File: src/rtl/cp0_excp_unit_pkg.sv
// Shared CP0 definitions: register addresses, exception codes, constant register values
// and the Status field layout.
package cp0_excp_unit_pkg;

    localparam logic [4:0] CP0_BADVADDR = 5'd8;
    localparam logic [4:0] CP0_COUNT    = 5'd9;
    localparam logic [4:0] CP0_COMPARE  = 5'd11;
    localparam logic [4:0] CP0_STATUS   = 5'd12;
    localparam logic [4:0] CP0_CAUSE    = 5'd13;
    localparam logic [4:0] CP0_EPC      = 5'd14;
    localparam logic [4:0] CP0_PRID     = 5'd15;
    localparam logic [4:0] CP0_CONFIG   = 5'd16;

    localparam logic [4:0] EXC_ADEL = 5'd4;
    localparam logic [4:0] EXC_ADES = 5'd5;

    localparam logic [31:0] PRID_VALUE   = 32'h0000_4842;
    localparam logic [31:0] CONFIG_VALUE = 32'h0000_8000;
    localparam logic [3:0]  STATUS_CU    = 4'b0001;

    typedef struct packed {
        logic [7:0] im;
        logic       exl;
        logic       ie;
    } status_t;

    function automatic logic loads_badvaddr(input logic [4:0] code);
        return (code == EXC_ADEL) || (code == EXC_ADES);
    endfunction

endpackage

File: src/rtl/cp0_timer.sv
// CP0 Count/Compare timer: prescaled Count, Compare register and the sticky timer
// interrupt that is cleared by any write to Compare.
module cp0_timer #(
    parameter int COUNT_DIV_LOG2 = 0
) (
    input  logic        clk,
    input  logic        rst_n,
    input  logic        count_we_i,
    input  logic        compare_we_i,
    input  logic [31:0] wdata_i,
    output logic [31:0] count_o,
    output logic [31:0] compare_o,
    output logic        timer_intr_o
);
    localparam int PW = (COUNT_DIV_LOG2 > 0) ? COUNT_DIV_LOG2 : 1;

    logic [PW-1:0] presc_q, presc_d;
    logic [31:0]   count_q, count_d, count_inc;
    logic [31:0]   compare_q, compare_d;
    logic          timer_q, timer_d;
    logic          tick;

    always_comb begin
        tick      = (COUNT_DIV_LOG2 == 0) ? 1'b1 : (presc_q == '1);
        count_inc = count_q + 32'd1;

        presc_d = presc_q + PW'(1);
        if (count_we_i || (COUNT_DIV_LOG2 == 0)) presc_d = '0;

        count_d = count_q;
        if (count_we_i)  count_d = wdata_i;
        else if (tick)   count_d = count_inc;

        compare_d = compare_we_i ? wdata_i : compare_q;

        // A Compare write clears the interrupt even if the match happens the same cycle
        timer_d = timer_q;
        if (!count_we_i && tick && (count_inc == compare_q)) timer_d = 1'b1;
        if (compare_we_i) timer_d = 1'b0;
    end

    always_ff @(posedge clk) begin
        if (!rst_n) begin
            presc_q   <= '0;
            count_q   <= '0;
            compare_q <= '0;
            timer_q   <= 1'b0;
        end else begin
            presc_q   <= presc_d;
            count_q   <= count_d;
            compare_q <= compare_d;
            timer_q   <= timer_d;
        end
    end

    assign count_o      = count_q;
    assign compare_o    = compare_q;
    assign timer_intr_o = timer_q;

endmodule

File: src/rtl/cp0_excp_unit.sv
// CP0 exception unit: MTC0/MFC0 register file, exception/ERET state update,
// interrupt request generation and the one-cycle pipeline flush/redirect.
module cp0_excp_unit
    import cp0_excp_unit_pkg::*;
#(
    parameter int          HW_INTR_NUM    = 6,
    parameter int          COUNT_DIV_LOG2 = 0,
    parameter logic [31:0] EXCP_VEC       = 32'h0000_0020
) (
    input  logic                   clk,
    input  logic                   rst_n,
    input  logic                   we_i,
    input  logic [4:0]             waddr_i,
    input  logic [31:0]            wdata_i,
    input  logic [4:0]             raddr_i,
    output logic [31:0]            rdata_o,
    input  logic [HW_INTR_NUM-1:0] intr_i,
    input  logic                   excp_valid_i,
    input  logic [4:0]             excp_code_i,
    input  logic [31:0]            excp_pc_i,
    input  logic                   excp_in_delay_i,
    input  logic [31:0]            excp_badvaddr_i,
    input  logic                   eret_i,
    output logic                   flush_o,
    output logic [31:0]            new_pc_o,
    output logic                   intr_req_o,
    output logic [31:0]            status_o,
    output logic [31:0]            cause_o,
    output logic [31:0]            epc_o,
    output logic                   timer_intr_o
);
    status_t     status_q, status_d;
    logic [1:0]  ip_sw_q, ip_sw_d;
    logic [5:0]  ip_hw_q, intr_ext;
    logic [4:0]  exc_code_q, exc_code_d;
    logic        bd_q, bd_d;
    logic [31:0] epc_q, epc_d;
    logic [31:0] badv_q, badv_d;
    logic        flush_q, flush_d;
    logic [31:0] new_pc_q, new_pc_d;
    logic [31:0] count, compare;
    logic [7:0]  ip;
    logic        timer_intr;
    logic        wr_status, wr_cause, wr_epc;

    assign wr_status = we_i && (waddr_i == CP0_STATUS);
    assign wr_cause  = we_i && (waddr_i == CP0_CAUSE);
    assign wr_epc    = we_i && (waddr_i == CP0_EPC);

    cp0_timer #(
        .COUNT_DIV_LOG2 (COUNT_DIV_LOG2)
    ) u_timer (
        .clk          (clk),
        .rst_n        (rst_n),
        .count_we_i   (we_i && (waddr_i == CP0_COUNT)),
        .compare_we_i (we_i && (waddr_i == CP0_COMPARE)),
        .wdata_i      (wdata_i),
        .count_o      (count),
        .compare_o    (compare),
        .timer_intr_o (timer_intr)
    );

    always_comb begin
        intr_ext = '0;
        intr_ext[HW_INTR_NUM-1:0] = intr_i;

        // Later assignments win: exception over ERET over MTC0
        status_d = status_q;
        if (wr_status) begin
            status_d.im  = wdata_i[15:8];
            status_d.exl = wdata_i[1];
            status_d.ie  = wdata_i[0];
        end
        if (eret_i)       status_d.exl = 1'b0;
        if (excp_valid_i) status_d.exl = 1'b1;

        ip_sw_d    = wr_cause ? wdata_i[9:8] : ip_sw_q;
        exc_code_d = excp_valid_i ? excp_code_i : exc_code_q;

        bd_d  = bd_q;
        epc_d = wr_epc ? wdata_i : epc_q;
        if (excp_valid_i) begin
            epc_d = epc_q;
            if (!status_q.exl) begin
                bd_d  = excp_in_delay_i;
                epc_d = excp_in_delay_i ? (excp_pc_i - 32'd4) : excp_pc_i;
            end
        end

        badv_d = (excp_valid_i && loads_badvaddr(excp_code_i)) ? excp_badvaddr_i : badv_q;

        flush_d  = excp_valid_i || eret_i;
        new_pc_d = '0;
        if (excp_valid_i)  new_pc_d = EXCP_VEC;
        else if (eret_i)   new_pc_d = epc_q;
    end

    always_ff @(posedge clk) begin
        if (!rst_n) begin
            status_q   <= '0;
            ip_sw_q    <= '0;
            ip_hw_q    <= '0;
            exc_code_q <= '0;
            bd_q       <= 1'b0;
            epc_q      <= '0;
            badv_q     <= '0;
            flush_q    <= 1'b0;
            new_pc_q   <= '0;
        end else begin
            status_q   <= status_d;
            ip_sw_q    <= ip_sw_d;
            ip_hw_q    <= intr_ext;
            exc_code_q <= exc_code_d;
            bd_q       <= bd_d;
            epc_q      <= epc_d;
            badv_q     <= badv_d;
            flush_q    <= flush_d;
            new_pc_q   <= new_pc_d;
        end
    end

    assign ip       = {ip_hw_q[5] | timer_intr, ip_hw_q[4:0], ip_sw_q};
    assign status_o = {STATUS_CU, 12'h000, status_q.im, 6'h00, status_q.exl, status_q.ie};
    assign cause_o  = {bd_q, timer_intr, 14'h0000, ip, 1'b0, exc_code_q, 2'b00};
    assign epc_o    = epc_q;
    assign flush_o  = flush_q;
    assign new_pc_o = new_pc_q;
    assign timer_intr_o = timer_intr;
    assign intr_req_o   = (|(ip & status_q.im)) && status_q.ie && !status_q.exl;

    always_comb begin
        case (raddr_i)
            CP0_BADVADDR: rdata_o = badv_q;
            CP0_COUNT:    rdata_o = count;
            CP0_COMPARE:  rdata_o = compare;
            CP0_STATUS:   rdata_o = status_o;
            CP0_CAUSE:    rdata_o = cause_o;
            CP0_EPC:      rdata_o = epc_q;
            CP0_PRID:     rdata_o = PRID_VALUE;
            CP0_CONFIG:   rdata_o = CONFIG_VALUE;
            default:      rdata_o = '0;
        endcase
    end

endmodule

File: config.mk
export PLATFORM = sky130hd
export DESIGN_NAME = cp0_excp_unit
export DESIGN_NICKNAME = d
export VERILOG_FILES = /design/src/rtl/cp0_excp_unit_pkg.sv /design/src/rtl/cp0_timer.sv /design/src/rtl/cp0_excp_unit.sv
export SDC_FILE = /design/constraint.sdc
export NUM_CORES = 1
export LEC_CHECK = 0
export ABC_CLOCK_PERIOD_IN_PS = 5100
export BUFFER_PORTS_ARGS = -buffer_cell sky130_fd_sc_hd__buf_4
export CAP_MARGIN = 10
export CORE_MARGIN = 10
export CORE_UTILIZATION = 56
export DETAILED_ROUTE_END_ITERATION = 7
export PLACE_DENSITY = 0.86
export SYNTH_ARGS = -nofsm -noshare
export SYNTH_HDL_FRONTEND = slang
export SYNTH_SLANG_ARGS = --single-unit
File: constraint.sdc
create_clock -name clk -period 5.1 [get_ports clk]
set_input_delay 0.51 -clock clk [delete_from_list [all_inputs] [get_ports clk]]
set_output_delay 0.51 -clock clk [all_outputs]
set_load 0.05 [all_outputs]
Word-level counts from Yosys, hierarchy flattened
Index checks and enable logic that the tools add are counted. Widths: inputs -> output; s select.

Register bits after elaboration: 186. Bits of input ports: 123.

Equal/unequal tests: 17. Add/sub/neg operators: 2. Bitwise logic cells: 5. Muxes and demuxes: 11. Reduce and logical (&&, ||, !) cells: 20.

Operators by type and width (number): $pmux 32 s8 (1); $mux 32 (5); $eq 5x4->1 const B (12); $add 32x1->32 const B (1); $eq 32x32->1 (1); $sub 32x3->32 const B (1); $mux 6 (2); $eq 5x3->1 const B (2); $logic_and 1x1->1 (9); $and 8x8->8 (1); $reduce_or 8->1 (1); $eq 5x5->1 const B (1); $reduce_and 2->1 (2); $not 1->1 (3); $reduce_bool 3->1 (1); $reduce_or 3->1 (1); $logic_not 1->1 (2); $logic_or 1x1->1 (2); $mux 1 (2); $mux 2 (1); $ne 2x2->1 const B (1); $reduce_bool 2->1 (1); $reduce_or 2->1 (1); $or 1x1->1 (1).

Depth between registers and ports, before layout
Depth in word-level cells: 5. Depth in mapped cells: 11. Mapped depth without buffers: 10.

Modules after synthesis
From an unflattened synthesis, not the netlist that was laid out.

Cell total of the unflattened synthesis: 1218. Area total of the unflattened synthesis: 10014.6 µm².

Modules (own cells, without submodules): cp0_excp_unit (seq. area each 2422.3 µm², times used 1, cells an instance 778, area each 6371.1 µm²); cp0_timer (seq. area each 1301.2 µm², times used 1, cells an instance 440, area each 3643.5 µm²).

Worst setup path after synthesis
No wires, ideal clock.

Path kind: input -> output. Start point: in raddr_i[2]. End point: out rdata_o[11]. Arrival: 2449 ps. Required time: 4590 ps. Slack: 2141 ps. Stages on the path: 4. Cells stage by stage: clkbuf_1 > buf_1 > mux2i_1 > o21ai_0.

Longest elaborated chain between the ends: 2. Elaborated cells between the ends (all ways): 9. Classes of those cells: eq/ne (8); mux (1).

Ends and longest elaborated chain: start, declared (RTL line cp0_excp_unit.sv:15) `input logic [4:0] raddr_i,`; $eq 5x5->1 or $eq 5x4->1 (tied branches) (RTL line cp0_excp_unit.sv:132) `case (raddr_i)`; $pmux 32 s8 * (RTL line cp0_excp_unit.sv:132); end, declared (RTL line cp0_excp_unit.sv:16) `output logic [31:0] rdata_o,`.

Every way passes the cells marked *; elsewhere a longest branch is shown, timed or not.

Worst setup path in the final report
Start point: in raddr_i[4]. End point: out rdata_o[0].

The elaborated chain is that of the path after synthesis.

==> reports/qor.txt <==
Final hold vios: 0
Cell type with the highest occurrence count on the critical path: buf_4
Number of placed I/O pins: 286
Buffers added on ports: 246
Outcome: finished, final reports clean
TritonCTS Sinks: 186
Total number of H-tree levels: 4
Starting density of the core: 0.5664
Portion of total power attributed to the clock network: 0.383
Cell count after synthesis: 1,209
Kind of cell adding the most delay to the critical path: simple AND/OR/NAND/NOR gates
Asr flop ratio synth: 0
FF+latch count, synth: 186
Fin Hold WS: 0.2601 ns
Via count of the first global-routing pass: 9,293
Unrepaired setup endpoints after global routing: false
Number of buffers on the longest clock path: 2
Number of failing setup endpoints in the final timing report: 0
Switching Share: 0.3170
Min-delay worst type: in2reg
Max Transition Viols Final: 0
Root buf cell: clkbuf_16
Height of the die: 151.6 microns
Total of cells resized after clock tree synthesis: 0
GRT overflow: 0
Global router's overall resource usage: 0.3125
Top-count cell post-synth: nand2_1
Half-perimeter wire length after detailed placement: 28,290 microns
Leading register cell type out of synthesis: dfxtp_1
Clock Pin Slew Worst Setup and Hold Paths: 0.08 ns
Total Die Area: 22,980 sq um
Count of different cell masters after synthesis: 68
Portion of the post-synthesis area used by sequential elements: 0.3840
Number of inserted diodes: 0
Number of buffers inserted during clock tree synthesis: 17
Initial DRC Count: 1,568
Required time at the endpoint of the critical path: 4.59 ns
Crit path largest cell delay: 0.49 ns
Total negative setup slack: 0 ns
Synthesis warning total: 0
Worst clock skew on the final layout: 0.008513 ns
Final worst slack: 2.007 ns
NetSw: 1.081 mW
CTS tree: built
Largest vdd supply drop: 0.0002563 V
Worst Tran Pin Value: 1.058 ns
First-pass GRT wire length: 55,010 microns
Overall die width: 151.6 microns
Antenna violation net count after detailed routing: 0
Count of buffering cells on the critical path with inverters included: 3
Area added between synthesis and finish: 23.42%
Via-to-Cell Ratio: 6.097
Number of synthesized flops with an enable pin: 0
Share of the core filled with cells: 0.6991
Portion of synthesized cell area occupied by the leading cell type: 0.3840
Share of cells above drive strength 1: 0.2245
Per-instance average area after synthesis: 8.019 sq um
Clock insertion delay at the later pin of the skew report: 0.44 ns
Instance count after placement with tap cells included: 1,596
Crit share post-route: 0.6065
Routed via count: 9,926
Crit-path slowest cell: nor2b_1
Slew margin rel.: 0.2927
Cell breakdown of the critical path: buf_4 -> nor2b_1 -> nand2_1 -> nor3b_2 -> buf_4 -> nand2_1 -> o21ai_0 -> a221o_1 -> buf_4
Number of hold buffers added after CTS: 0
P_leak: 4.764 nW
Synth area leaders: dfxtp_1, nand2_1, a21oi_1, nor2_1, mux2i_1
Number of standard cells in the layout, taps in and fillers out: 1,628
Initial antenna violation count: 0
Overall routed net length: 37,140 microns
Pre-CTS worst setup slack: 2.097 ns
Post-synthesis cell area: 9696 sq um
Arr. time, crit path: 2.58 ns
Final layout net count: 1,515
Commonest cells post-synth: nand2_1, dfxtp_1, nor2_1
Critical Path Fanout Max: 31
Detail-routed net length per standard cell: 22.81 microns
GP Congestion: 0.9424
Seq pwr share: 0.454
Share of total power in combinational logic: 0.163
Post-route minimum period: 3.093 ns
Total power density per cell area: 284.9 nW/um^2
Cell-internal power: 2.329 mW
Type of element capturing the critical path: output pin
Max-cap check violation count: 0
Setup Crit Path Kind: in2out
Core area: 17,120 sq um
Number of rows in the core area: 48
Maximum clock frequency: 323.3 MHz
Most area-hungry cell type in the Yosys netlist: dfxtp_1
Post-CTS setup-driven buffer insertion count: 0
Largest net degree at the start of global routing: 92
Kind of start point of the critical path: input port
Post-route DRC: 0
Fillcell total: 1,448
Initial DRT Pass Iterations: 8
cell usage in the layout, fill, tap and decap left out, drive strengths merged, types with 25 or more instances in the layout:
cell / instances
a21oi: 101
xnor2: 43
and2: 38
nor2: 128
buf: 255
nand2: 212
xor2: 31
a211oi: 47
mux2i: 39
conb: 39
o21ai: 25
dfxtp: 186
nand3: 32
worst register-to-register path: cells and delay by family (launching register included):
kind,cells,cell delay [ns]
and+or+nand+nor,4,1.65
AOI/OAI and AO/OA,3,0.49
DFF,1,0.46
adders and majority gates,1,0.24
flip-flops by register name, indices dropped and copies added, names as in the netlist:
register,flops
badv_q,32
bd_q,1
epc_o,32
exc_code_q,5
flush_o,1
ip_hw_q,6
ip_sw_q,2
new_pc_o,32
status_o,10
u_timer.compare_o,32
u_timer.count_o,32
u_timer.timer_intr_o,1
final cells by class:
class | instances | area [sq um] | area share
multi-input cells | 919 | 5434 | 0.4541
flip-flops and latches | 186 | 3724 | 0.3112
repair buffers | 255 | 1914 | 0.1600
clock buffers | 19 | 442.9 | 0.03701
well taps | 225 | 281.5 | 0.02353
clock inverters | 13 | 126.4 | 0.01056
inverters | 11 | 43.79 | 0.003660
worst paths after layout:
path / start / to / slack (ns) / cells after the start
setup reg to reg: u_timer.count_o[0] / u_timer.timer_intr_o / 2.18 / 8
setup / recovery: raddr_i[4] / rdata_o[0] / 2.01 / 9
hold reg to reg: badv_q[10] / badv_q[10] / 0.46 / 2
hold / removal: intr_i[0] / ip_hw_q[0] / 0.26 / 2
stage by stage:
stage                     instance area [sq um]  total power [mW]
after detailed placement                  11400             2.125
final                                     11970             3.410
after floorplan                            9834             1.924
after global placement                    11400             2.117
after global routing                      11970             3.502
after CTS                                 11970             3.402
cells by family (layout without fill, tap and decap cells):
logic type      after synthesis  after routing  share of synthesized area
buf+inv                     141            298                    0.07382
xor+xnor                     78             78                    0.07627
flops                       186            186                     0.3840
other cells                   2             39                  0.0007746
mux                          42             42                    0.04375
compound gates              249            249                     0.1692
fa+ha+maj                     2              2                   0.002581
simple gates                509            509                     0.2496
power groups by stage:
stage               Clock (mW)  Sequential, mW  Combinational (mW)
floorplan                    0            1.65               0.277
global placement             0            1.58               0.539
detailed placement           0            1.58               0.546
CTS                       1.31            1.55               0.547
global route              1.37            1.55               0.582
finish                    1.31            1.55               0.554
routing by layer:
metal	vias up	GRT usage	routed length, microns
li1	4510	-	-
met1	4718	0.3981	13800
met4	0	0.07388	827
met2	630	0.4969	17420
met5	-	0	0
met3	68	0.1108	5086
No activity file was read; power rests on OpenSTA's default activity.
